===== src/rtl/seg_scan_pkg.sv =====
// seg_scan_pkg
//   Shared constants for the multiplexed seven-segment scan driver:
//   digit count, segment width, the active-high hex glyph table and
//   the active-high blank pattern.
//   Segment bit order everywhere is {g,f,e,d,c,b,a}.
package seg_scan_pkg;

  localparam int DIGITS = 4;
  localparam int SEG_W  = 7;

  localparam logic [SEG_W-1:0] SEG_BLANK_AH = 7'b0000000;

  // Standard hex glyphs, active-high, indexed by nibble value.
  localparam logic [SEG_W-1:0] HEX_SEG_AH [16] = '{
    7'b0111111,  // 0
    7'b0000110,  // 1
    7'b1011011,  // 2
    7'b1001111,  // 3
    7'b1100110,  // 4
    7'b1101101,  // 5
    7'b1111101,  // 6
    7'b0000111,  // 7
    7'b1111111,  // 8
    7'b1101111,  // 9
    7'b1110111,  // A
    7'b1111100,  // b
    7'b0111001,  // C
    7'b1011110,  // d
    7'b1111001,  // E
    7'b1110001   // F
  };

endpackage


===== src/rtl/seg_scan_driver_hex7seg.sv =====
// hex7seg
//   Combinational hex nibble to seven-segment decoder, active-high.
//   Ports:
//     nibble  in  4  hex digit value
//     seg_ah  out 7  segments {g,f,e,d,c,b,a}, 1 = lit
module hex7seg
  import seg_scan_pkg::*;
(
  input  logic [3:0]       nibble,
  output logic [SEG_W-1:0] seg_ah
);

  assign seg_ah = HEX_SEG_AH[nibble];

endmodule


===== src/rtl/seg_scan_driver.sv =====
// seg_scan_driver
//   Drives a 4-digit multiplexed seven-segment display from a rotating
//   one-hot phase. A 16-bit value is accepted over a valid/ready port into
//   a staging buffer and committed to the display buffer only on a frame
//   boundary (phase entering 4'b0001), so a frame never mixes two values.
//   Every phase change blanks the display for DEAD_CYCLES cycles to avoid
//   ghosting; a non-one-hot phase blanks the display and sets a sticky error.
//   Ports:
//     clk         in  1   clock
//     rst         in  1   synchronous reset, active-low
//     phase       in  4   one-hot digit select (bit0 = digit 0 = wr_data[3:0])
//     wr_valid    in  1   write request
//     wr_data     in  16  four hex nibbles
//     wr_ready    out 1   staging buffer free
//     err_clr     in  1   clears phase_err (a simultaneous set wins)
//     an          out 4   digit enables, active-high, registered
//     seg         out 7   segments {g,f,e,d,c,b,a}, registered
//     frame_tick  out 1   one-cycle pulse after each frame boundary
//     phase_err   out 1   sticky invalid-phase flag
module seg_scan_driver
  import seg_scan_pkg::*;
#(
  parameter int DEAD_CYCLES    = 2,
  parameter bit SEG_ACTIVE_LOW = 1'b1
) (
  input  logic                  clk,
  input  logic                  rst,
  input  logic [DIGITS-1:0]     phase,
  input  logic                  wr_valid,
  input  logic [4*DIGITS-1:0]   wr_data,
  output logic                  wr_ready,
  input  logic                  err_clr,
  output logic [DIGITS-1:0]     an,
  output logic [SEG_W-1:0]      seg,
  output logic                  frame_tick,
  output logic                  phase_err
);

  // The change edge itself is the first blank cycle, so the counter is
  // loaded with one less than the requested dead time. This gives the
  // new digit on the (DEAD_CYCLES+1)-th edge after the phase change.
  localparam logic [3:0] DEAD_RELOAD =
    (DEAD_CYCLES > 0) ? 4'(DEAD_CYCLES - 1) : 4'd0;

  localparam logic [SEG_W-1:0] SEG_BLANK =
    SEG_ACTIVE_LOW ? ~SEG_BLANK_AH : SEG_BLANK_AH;

  logic [4*DIGITS-1:0] staging;
  logic [4*DIGITS-1:0] display;
  logic                pending;
  logic [DIGITS-1:0]   phase_q;
  logic [3:0]          dead_cnt;

  logic                phase_change;
  logic                phase_valid;
  logic                frame_boundary;
  logic [3:0]          sel_nib;
  logic [SEG_W-1:0]    dec_ah;
  logic [SEG_W-1:0]    seg_lit;

  assign phase_change   = (phase != phase_q);
  assign phase_valid    = $onehot(phase);
  assign frame_boundary = phase_change && (phase == 4'b0001);

  assign wr_ready = rst && !pending;

  // Digit selection uses the live phase: outside a change edge it equals
  // phase_q, and with zero dead time it lets the new digit show on the
  // change edge itself.
  // NOTE: every combinational output gets a default before the case so no
  // latch is inferred for unmatched (non-one-hot) phase values.
  always_comb begin
    sel_nib = display[3:0];
    case (phase)
      4'b0010: sel_nib = display[7:4];
      4'b0100: sel_nib = display[11:8];
      4'b1000: sel_nib = display[15:12];
      default: sel_nib = display[3:0];
    endcase
  end

  hex7seg u_hex7seg (
    .nibble (sel_nib),
    .seg_ah (dec_ah)
  );

  assign seg_lit = SEG_ACTIVE_LOW ? ~dec_ah : dec_ah;

  // NOTE: sequential state uses non-blocking assignments so every register
  // samples the pre-edge values regardless of statement order.
  always_ff @(posedge clk) begin
    if (!rst) begin
      staging    <= '0;
      display    <= '0;
      pending    <= 1'b0;
      phase_q    <= '0;
      dead_cnt   <= '0;
      an         <= '0;
      seg        <= SEG_BLANK;
      frame_tick <= 1'b0;
      phase_err  <= 1'b0;
    end else begin
      phase_q    <= phase;
      frame_tick <= frame_boundary;

      // Commit and accept are mutually exclusive: accept needs pending == 0
      // and commit needs pending == 1. A word accepted on a boundary edge
      // therefore waits for the following boundary.
      if (frame_boundary && pending) begin
        display <= staging;
        pending <= 1'b0;
      end else if (wr_valid && wr_ready) begin
        staging <= wr_data;
        pending <= 1'b1;
      end

      if (!phase_valid) begin
        an        <= '0;
        seg       <= SEG_BLANK;
        dead_cnt  <= '0;
        phase_err <= 1'b1;
      end else begin
        if (err_clr) begin
          phase_err <= 1'b0;
        end
        if (phase_change && (DEAD_CYCLES != 0)) begin
          dead_cnt <= DEAD_RELOAD;
          an       <= '0;
          seg      <= SEG_BLANK;
        end else if (!phase_change && (dead_cnt != 4'd0)) begin
          dead_cnt <= dead_cnt - 4'd1;
          an       <= '0;
          seg      <= SEG_BLANK;
        end else begin
          an  <= phase;
          seg <= seg_lit;
        end
      end
    end
  end

endmodule


===== config.mk =====
export PLATFORM = sky130hd
export DESIGN_NAME = seg_scan_driver
export DESIGN_NICKNAME = d
export VERILOG_FILES = /design/src/rtl/seg_scan_pkg.sv /design/src/rtl/seg_scan_driver_hex7seg.sv /design/src/rtl/seg_scan_driver.sv
export SDC_FILE = /design/constraint.sdc
export NUM_CORES = 1
export LEC_CHECK = 0
export CAP_MARGIN = 40
export CORE_MARGIN = 2
export CORE_UTILIZATION = 53
export DETAILED_ROUTE_END_ITERATION = 7
export PLACE_DENSITY = 0.79
export SYNTH_ARGS = -nofsm -noshare
export SYNTH_HDL_FRONTEND = slang
export SYNTH_SLANG_ARGS = --single-unit
export TNS_END_PERCENT = 1

===== constraint.sdc =====
create_clock -name clk -period 3.8 [get_ports clk]
set_input_delay 0.57 -clock clk [delete_from_list [all_inputs] [get_ports clk]]
set_output_delay 0.57 -clock clk [all_outputs]
set_load 0.05 [all_outputs]

==> metrics.txt <==
Finished Cell Area 3000 sq um; CP Capture Type register; Cells after Synth ~260; Clock transition at path regs roughly 0.10 ns; placed cells between 300 and 400; Hold WC Path Type reg -> reg; I/O Buffers 37; Worst EP required between 3 and 4 ns; peak supply drop approximately 0.25 mV; ANT cells 0; final period demand of the worst path ~3.3 ns; DRC viols 0; clk_skew between 0.006 and 0.007 ns; ys async rst share 0%; Slowest cell on crit path clkdlybuf4s50_1; status finished, final reports clean; Synthesis Warnings 0; Gates resized, CTS repair 0; Hold Slack approximately 0.45 ns; top cells by area, synth dfxtp_1, mux2i_1, ha_1; max-cap violation count 0; antenna violations before repair 0; CTS Root Buffer Type clkbuf_8; Die Ht between 70 and 80 um; Most used DFF post-synth dfxtp_1; slowest cell delay on critical path ~0.54 ns; Initial Util between 50% and 60%; CP arrival ~3.5 ns; Hold Vio Cnt, Final 0; fraction of layout cells with a size suffix above 1 about a tenth; Num CTS Buffers 5; Max clock buf depth 2; fin util between 60% and 70%; LEAKAGE approximately 1.3 nW; grt total ovfl 0; cell row count 24; first-pass GRT wire length around 7600 um; Hold Path End staging[8]; Max Fanout on Critical Path 8; FF-to-FF End seg[3]; Skew-Pair Late Insertion Delay 0.31 ns; Post-CTS Setup Repair Bufs 0; WHS Path Cells 2; DRT antenna net count 0; Yosys top cell area share a little over two fifths; fillers roughly 360; Yosys top cell by area dfxtp_1; CTS tree yes; synthesized area per cell approximately 9.7 sq um; vias in the first global route ~1,700; # IOs 38; critical path class in -> reg; drt pass-1 iters 4; GRT Total Usage 18.2%; Initial DRC Count between 80 and 90; TNS Setup 0 ns; Non-Filler Instances between 300 and 400; CORE AREA around 4400 sq um; r2r startpoint display[4]; nets@finish ~330; Worst slew margin about three fifths; HPWL Detailed 3190 um; area grow syn2layout 20.5%; RSZ-0062 raised after global routing no; H-tree depth 2; Wirelength per Cell 12.5 um; final setup fails 0; Placer Congestion between 0.7 and 0.8; CP cell instances clkdlybuf4s50_1 -> inv_1 -> fa_1 -> inv_1 -> ha_1 -> ha_1 -> nor3b_1 -> nand2_1 -> or2_1 -> nor2_2 -> o221ai_1; dpl cell area between 2000 and 3000 sq um; full die area ~5300 sq um; post-synthesis net count between 200 and 300; Die W 72.6 um; Fmax achieved 302 MHz; flop2flop setup slack ~2.0 ns; vias per inst around 5.2; Yosys cell types 48; Clock Sinks 54; vias ~1,800; Power Density roughly 370 nW/um^2; largest net degree at the start of global routing 41; Max Slew Vio Count 0; Routed WL between 4000 and 5000 um; Syn Std Cell Area between 2000 and 2500 sq um; critical hold path startpoint staging[8]; cells on worst reg2reg path 7; Hold Buf Count CTS 0; synthesis-stage register bit count 54; worst slew pin tran between 0.5 and 0.6 ns; fin crit share 87.1%; EDFF count, synth 0; register area share after synthesis 43.4%; crit path launch type input pin
[power breakdown]
part / switching, mW / total (mW) / internal, mW
combinational: 0.0674 / 0.132 / 0.0648
clock: 0.190 / 0.389 / 0.200
sequential: 0.0117 / 0.599 / 0.587
[sequential cells by signal (all words and copies together) (netlist names)]
name	count
an	4
frame_tick	1
phase_err	1
staging	16
display	16
phase_q	4
seg	7
pending	1
dead_cnt	4
[layer usage]
layer / track usage [%] / share of wire, % / vias to the layer above / wire length (um)
met2: 28.6 / 45 / 37 / 1950
li1: - / - / 943 / -
met1: 25.1 / 50 / 821 / 2160
met4: 4.94 / 1.2 / 0 / 51
met3: 4.70 / 3.7 / 6 / 161
met5: 0 / 0 / - / 0
[placed cells by master (no fill, tap or decap), types with 3 or more instances in the layout]
cell             Yosys  routed
and2_1               8       8
buf_4                0       3
clkbuf_8             0       5
clkdlybuf4s50_1      0      37
dfxtp_1             54      54
ha_1                14      14
inv_1               10      10
mux2i_1             21      21
nand2_1             39      39
nor2_1               7       7
nor2b_1             18      18
nor3_1               6       6
o21ai_0              9       9
o21ai_1              8       8
o221ai_1             3       3
xnor2_1              7       7
[cell type report]
class	count	area [sq um]	area share, %
multi-input cells	180	1300	43.1
flip-flops and latches	54	1080	36.0
repair buffers	41	408	13.6
clock buffers	5	68.8	2.29
well taps	52	65.1	2.17
clock inverters	3	47.5	1.58
inverters	10	37.5	1.25
[worst max-delay path: cells and delay by family]
| kind | cells | cell delay, ns |
|---|---|---|
| buffers and inverters | 3 | 0.71 |
| AND/OR/NAND/NOR | 4 | 1.01 |
| AO/OA/AOI/OAI | 1 | 0.19 |
| adder cells (fa/ha/maj) | 3 | 0.98 |
[worst max path at each step]
stage                         from     end  slack, ns  cells after the start
final                     phase[0]  seg[4]       0.49                     11
after global routing      phase[0]  seg[4]       0.26                     11
after CTS                 phase[0]  seg[4]       0.49                     11
after detailed placement  phase[0]  seg[4]       0.16                     11
after global placement    phase[0]  seg[6]       0.29                     11
after floorplan           phase[3]  seg[6]       0.92                     12
[stage by stage]
step	worst slack, ns	power, mW
global route	0.258	1.18
CTS	0.493	1.13
detailed placement	0.161	0.744
finish	0.490	1.12
floorplan	0.920	0.694
global placement	0.292	0.739
[synth_stat cells, types with 2 or more instances]
master / n
xnor2_1: 7
nand3b_1: 2
nor2_2: 2
clkbuf_4: 2
clkbuf_1: 8
and2_1: 8
o21ai_1: 8
a32o_2: 2
nor3_1: 6
o221ai_1: 3
nand3_1: 2
nand2_1: 39
dfxtp_1: 54
o21ai_0: 9
a221o_2: 2
mux2i_1: 21
nor2_1: 7
buf_6: 3
nand2_2: 2
nand4_1: 2
inv_1: 10
nor2b_1: 18
and3_1: 2
ha_1: 14
[kinds of logic after synthesis]
logic type               count (synthesis)  synth area share, %
XOR/XNOR                                 7                 2.46
buffers and inverters                   23                 4.67
flip-flops                              54                 43.4
AO/OA/AOI/OAI                           36                 10.9
adder cells (fa/ha/maj)                 15                 7.83
multiplexers                            23                 9.93
AND/OR/NAND/NOR                         99                 20.9
No activity file was read; power rests on OpenSTA's default activity.
